===== config.mk =====
export PLATFORM = sky130hd
export DESIGN_NAME = deck_shuffler
export DESIGN_NICKNAME = d
export VERILOG_FILES = /design/src/rtl/blackjack_pkg.sv /design/src/rtl/lfsr8.sv /design/src/rtl/deck_shuffler.sv
export SDC_FILE = /design/constraint.sdc
export NUM_CORES = 1
export LEC_CHECK = 0
export ABC_CLOCK_PERIOD_IN_PS = 5530
export CORE_ASPECT_RATIO = 0.5
export CORE_MARGIN = 1.5
export CORE_UTILIZATION = 45
export DETAILED_ROUTE_END_ITERATION = 10
export PLACE_DENSITY_LB_ADDON = 0.3
export REMOVE_ABC_BUFFERS = 1
export SYNTH_ARGS = -nofsm -noshare
export SYNTH_HDL_FRONTEND = slang
export SYNTH_SLANG_ARGS = --single-unit

===== constraint.sdc =====
create_clock -name clk -period 5.53 [get_ports clk]
set_clock_uncertainty 0.1 [all_clocks]
set_input_delay 1.106 -clock clk [delete_from_list [all_inputs] [get_ports clk]]
set_output_delay 1.106 -clock clk [all_outputs]
set_load 0.005 [all_outputs]

===== src/rtl/blackjack_pkg.sv =====
// Shared constants, shuffler state encoding and card helpers for the blackjack datapath.
package blackjack_pkg;

    localparam int DECK_SIZE = 52;
    localparam int CARD_W    = 6;
    localparam int RANK_W    = 4;

    localparam int               LFSR_W    = 8;
    // x^8+x^6+x^5+x^4+1 on a left-shifting register: feedback from bits 7,5,4,3
    localparam logic [LFSR_W-1:0] LFSR_TAPS = 8'b1011_1000;

    typedef enum logic [2:0] {
        IDLE,
        INIT,
        DRAW,
        SWAP,
        DEAL
    } shuf_state_e;

    function automatic logic [RANK_W-1:0] rank_of(input logic [CARD_W-1:0] c);
        return RANK_W'(c % CARD_W'(13)) + RANK_W'(1);
    endfunction

endpackage


===== src/rtl/lfsr8.sv =====
// 8-bit Fibonacci LFSR with synchronous load and step enable.
module lfsr8
    import blackjack_pkg::*;
(
    input  logic              clk,
    input  logic              rst,
    input  logic              load,
    input  logic              step,
    input  logic [LFSR_W-1:0] load_val,
    output logic [LFSR_W-1:0] state
);

    logic fb;
    assign fb = ^(state & LFSR_TAPS);

    always_ff @(posedge clk or posedge rst) begin
        if (rst)       state <= LFSR_W'(1);
        else if (load) state <= load_val;
        else if (step) state <= {state[LFSR_W-2:0], fb};
    end

endmodule


===== src/rtl/deck_shuffler.sv =====
// Builds a 52-card deck (Fisher-Yates shuffle when SHUFFLER_RANDOM_EN is defined,
// plain order 0..51 otherwise) and deals one card per request with one-cycle latency.
module deck_shuffler
    import blackjack_pkg::*;
(
    input  logic              clk,
    input  logic              rst,
    input  logic [CARD_W-1:0] seed,
    input  logic              shuffle_start,
    input  logic              deal_req,
    output logic              busy,
    output logic              ready,
    output logic              card_valid,
    output logic [CARD_W-1:0] card,
    output logic [RANK_W-1:0] card_rank,
    output logic [CARD_W-1:0] cards_left,
    output logic              deck_empty
);

    localparam logic [CARD_W-1:0] LAST = CARD_W'(DECK_SIZE - 1);
    localparam logic [CARD_W-1:0] FULL = CARD_W'(DECK_SIZE);

    shuf_state_e       state, state_nx;
    logic [CARD_W-1:0] deck [DECK_SIZE];
    logic [CARD_W-1:0] k, ptr;
    logic              deal_fire;

`ifdef SHUFFLER_RANDOM_EN
    logic [CARD_W-1:0] i_r, j_r, cand;
    logic [LFSR_W-1:0] lfsr_q;

    lfsr8 u_lfsr (
        .clk      (clk),
        .rst      (rst),
        .load     (shuffle_start),
        .step     (state == DRAW),
        .load_val ({2'b01, seed}),
        .state    (lfsr_q)
    );
    assign cand = lfsr_q[CARD_W-1:0];
`else
    logic unused_seed;
    assign unused_seed = ^seed;
`endif

    always_ff @(posedge clk or posedge rst) begin
        if (rst) state <= IDLE;
        else     state <= state_nx;
    end

    always_comb begin
        state_nx = state;
        case (state)
            IDLE: ;
`ifdef SHUFFLER_RANDOM_EN
            INIT: if (k == LAST) state_nx = DRAW;
            DRAW: if (cand <= i_r) state_nx = SWAP;
            SWAP: state_nx = (i_r == CARD_W'(1)) ? DEAL : DRAW;
`else
            INIT: if (k == LAST) state_nx = DEAL;
`endif
            DEAL: ;
            default: state_nx = IDLE;
        endcase
        // A new shuffle request overrides everything, including a pending deal.
        if (shuffle_start) state_nx = INIT;
    end

    assign busy       = (state == INIT) || (state == DRAW) || (state == SWAP);
    assign ready      = (state == DEAL);
    assign deck_empty = ready && (cards_left == '0);
    assign deal_fire  = ready && deal_req && !shuffle_start && (cards_left != '0);

    always_ff @(posedge clk or posedge rst) begin
        if (rst) begin
            k          <= '0;
            ptr        <= '0;
            cards_left <= '0;
            card_valid <= 1'b0;
            card       <= '0;
            card_rank  <= '0;
`ifdef SHUFFLER_RANDOM_EN
            i_r        <= '0;
            j_r        <= '0;
`endif
        end else begin
            card_valid <= deal_fire;
            if (deal_fire) begin
                card       <= deck[ptr];
                card_rank  <= rank_of(deck[ptr]);
                ptr        <= ptr + CARD_W'(1);
                cards_left <= cards_left - CARD_W'(1);
            end
            if (shuffle_start) begin
                k          <= '0;
                cards_left <= '0;
`ifdef SHUFFLER_RANDOM_EN
                i_r        <= LAST;
`endif
            end else if (state == INIT) begin
                k <= k + CARD_W'(1);
            end
            if (state != DEAL && state_nx == DEAL) begin
                ptr        <= '0;
                cards_left <= FULL;
            end
`ifdef SHUFFLER_RANDOM_EN
            if (state == DRAW && cand <= i_r) j_r <= cand;
            if (state == SWAP)                i_r <= i_r - CARD_W'(1);
`endif
        end
    end

    // Deck storage carries no reset; its contents are only meaningful after INIT.
    always_ff @(posedge clk) begin
        if (state == INIT) begin
            deck[k] <= k;
`ifdef SHUFFLER_RANDOM_EN
        end else if (state == SWAP) begin
            deck[i_r] <= deck[j_r];
            deck[j_r] <= deck[i_r];
`endif
        end
    end

endmodule


==> metrics.cfg <==
[timing]
fin_crit_sh_pct=95.7
fin_tns_setup_ns=0
min_period_ns=5.29
slew_headroom_pct=20.1
slew_violations=0
hold_viol_final=0
whs_ns=0.380
setup_viol=0
worst_pin_slew_ns=1.20
rsz0062_at_grt=no
fmax_mhz=189

[logic_synthesis]
synth_area_sq_um=14300
yosys.area_share.simple_pct=6.81
synth.area.mux_share_pct=13.7
synth-edff-count=312
synth_compound_area_share_pct=4.56
synth_top_area_share_pct=65.4
seq_area_frac_synth_pct=70.9
synth_xor_area_share_pct=0.916
ys_top_cells_by_area=edfxtp_1 65%, mux4_2 9.9%, dfrtp_1 5.6%
syn_inst=812
ys_ff_latch=344
synth_cell_types=75
yosys.area.top_type=edfxtp_1
async_reset_ff_share_pct=9.30
synth_top_family_by_area=multiplexers
synth_flop_cell=edfxtp_1
yosys_warnings=0
syn_avg_cell_area_sq_um=17.7
synth_fa_ha_area_share_pct=0.698

[clock_network]
clockBufferDepth=3
cts_hold_buf=0
cts_buffers=31
clk_pin_slew_ns=0.07
cts-root-buf=clkbuf_16
cts_tree=yes
clk_latency_ns=0.58
htree_num_levels=1
clock-sinks=344

[detailed_routing]
wire_per_inst_um=24.0
drtIter0Drc=810
vias_per_cell=5.83
wirelength_um=31900
ant_nets=0
drc=0
vias=7740
drtPass1Iterations=5

[global_route]
grt_pass1_wl_um=48800
use_met3_pct=5.22
antenna_found_initial=1
grt_max_degree=61
grt_pass1_vias=7645
track_usage_pct=19.9
grtUsageMet1_pct=28.9
use_met2_pct=30.3
gr-total-overflow=0
top_usage_layer=met2

[cells_and_area]
drive_gt1_share_pct=22.1
antenna_cells=0
areaGrowthSynthToFinish_pct=14.0
final_core_util_pct=53.0
finalNonFillerCells=1327
nNetsFinal=897
final_area_sq_um=16300
fillers=2464

[critical_path]
path_cells=buf_12, buf_4, mux4_2, mux2i_1, nor2_1, o221ai_1, a21oi_1, a221o_1, a22o_1, inv_1, ha_1, nand2b_1, inv_1, nor4b_2, o31ai_1, a21boi_1, mux2_4, or4b_1
cpPeakStageDelay_ns=0.60
slowest_stage=dfrtp_4
worstPathRequired_ns=5.88
endpoint_kind=flip-flop
cp_max_fo=32
cp_data_arrival_time_ns=5.64
path_class=flip-flop to flip-flop
crit_path_start_kind=flip-flop
crit_path_frequent_cell=inv_1

[power_and_ir_drop]
p_per_area_nw_per_um2=323
ir_drop_uv=260
p_leak_uw=0.00531

[place]
place.gp.congestion=0.802
placed_cell_area_sq_um=15200
hpwl_um=20300
place_inst=1260
port_buffers=23

[outcome]
status=finished clean

[die]
initial_core_util_pct=46.5
core_sq_um=30900
die_height_um=129
pin_count=30
dieArea_sq_um=33000
fp.dieW_um=255
std_cell_rows=45

[job]
max_cap_violations=0

[worst_hold_path]
hold_class=flip-flop to flip-flop

## sequential cells by signal, summed over array words and instances (netlist names)
register	cells
cards_left	6
ptr	6
card_valid	1
card	6
deck	312
card_rank	4
state	3
k	6
## cells by family after synthesis
family                   count (synthesis)
other                                    1
AO/OA/AOI/OAI                           86
XOR/XNOR                                15
AND/OR/NAND/NOR                        199
flip-flops                             344
adder cells (fa/ha/maj)                  8
multiplexers                           108
buffers and inverters                   51
## layout make-up
class                           instances  area (sq um)  area share, %
Inverter                                9          33.8          0.207
Clock buffer                           40           840           5.14
Timing Repair Buffer                   76           671           4.10
Sequential cell                       344         10200           62.3
Multi-Input combinational cell        417          3830           23.5
Tap cell                              423           529           3.24
Clock inverter                         18           248           1.52
## routing by layer
metal / up-vias / part of all wire (%)
li1: 3377 / -
met1: 4008 / 44
met2: 316 / 46
met3: 39 / 9.0
met4: 0 / 1.7
met5: - / 0
## synth_stat cells, types with 5 or more instances
cell      number
a21oi_1       17
a22oi_1        6
and2_1         7
buf_6         14
clkbuf_1      16
dfrtp_1       32
edfxtp_1     312
ha_1           8
inv_1          9
mux2_2        10
mux2i_1       29
mux4_1         5
mux4_2        63
nand2_1       45
nand3_1       10
nand3b_1       5
nor2_1        79
nor2b_1        8
nor3_1         6
nor3b_1        5
o211ai_1       6
o21ai_0       13
o221ai_1       5
xnor2_1        8
xor2_1         7
## worst paths after layout
kind / depth (start not counted) / start / end / slack [ns]
worst min-delay path: 2 / card[4]$_DFFE_PP0P_ / card[4]$_DFFE_PP0P_ / 0.38
worst max-delay path: 18 / ptr[0]$_DFFE_PP0P_ / card_rank[3]$_DFFE_PP0P_ / 0.24
min in group asynchronous: 3 / rst / cards_left[5]$_DFFE_PP0P_ / 0.83
worst min register to register: 2 / card[4]$_DFFE_PP0P_ / card[4]$_DFFE_PP0P_ / 0.38
worst max register to register: 18 / ptr[0]$_DFFE_PP0P_ / card_rank[3]$_DFFE_PP0P_ / 0.24
max in group asynchronous: 3 / rst / ptr[2]$_DFFE_PP0P_ / 4.15
## worst max-delay path, delay by kind of cell (launching register included)
kind / cells / cell delay, ns
AO/OA/AOI/OAI: 6 / 1.41
adder cells (fa/ha/maj): 1 / 0.14
buffers and inverters: 4 / 0.68
flip-flops: 1 / 0.60
multiplexers: 3 / 1.06
AND/OR/NAND/NOR: 4 / 1.17
## cell usage in the layout (no fill, tap or decap), types with 13 or more instances in the layout
cell,instances
edfxtp_1,312
nor2_1,79
mux4_2,63
buf_4,50
nand2_1,45
clkbuf_16,32
mux2i_1,29
dfrtp_1,24
clkdlybuf4s50_1,23
a21oi_1,17
o21ai_0,13
## metrics by stage
step	power (uW)	setup slack, ns
6_report	5270	0.237
4_1_cts	5310	0.224
3_3_place_gp	3040	0.249
2_1_floorplan	2980	-1.50
3_5_place_dp	3040	0.244
5_1_grt	5410	0.0197
## repair_timing
action	CTS	global route
endpoints found under the setup margin	0	2
resized for setup	0	1
buffers inserted	0	9
## where the power goes
group | internal (uW) | switching, uW
combinational | 54.3 | 98.4
clock | 1320 | 968
sequential | 2830 | 6.16
No activity file was read; power rests on OpenSTA's default activity.
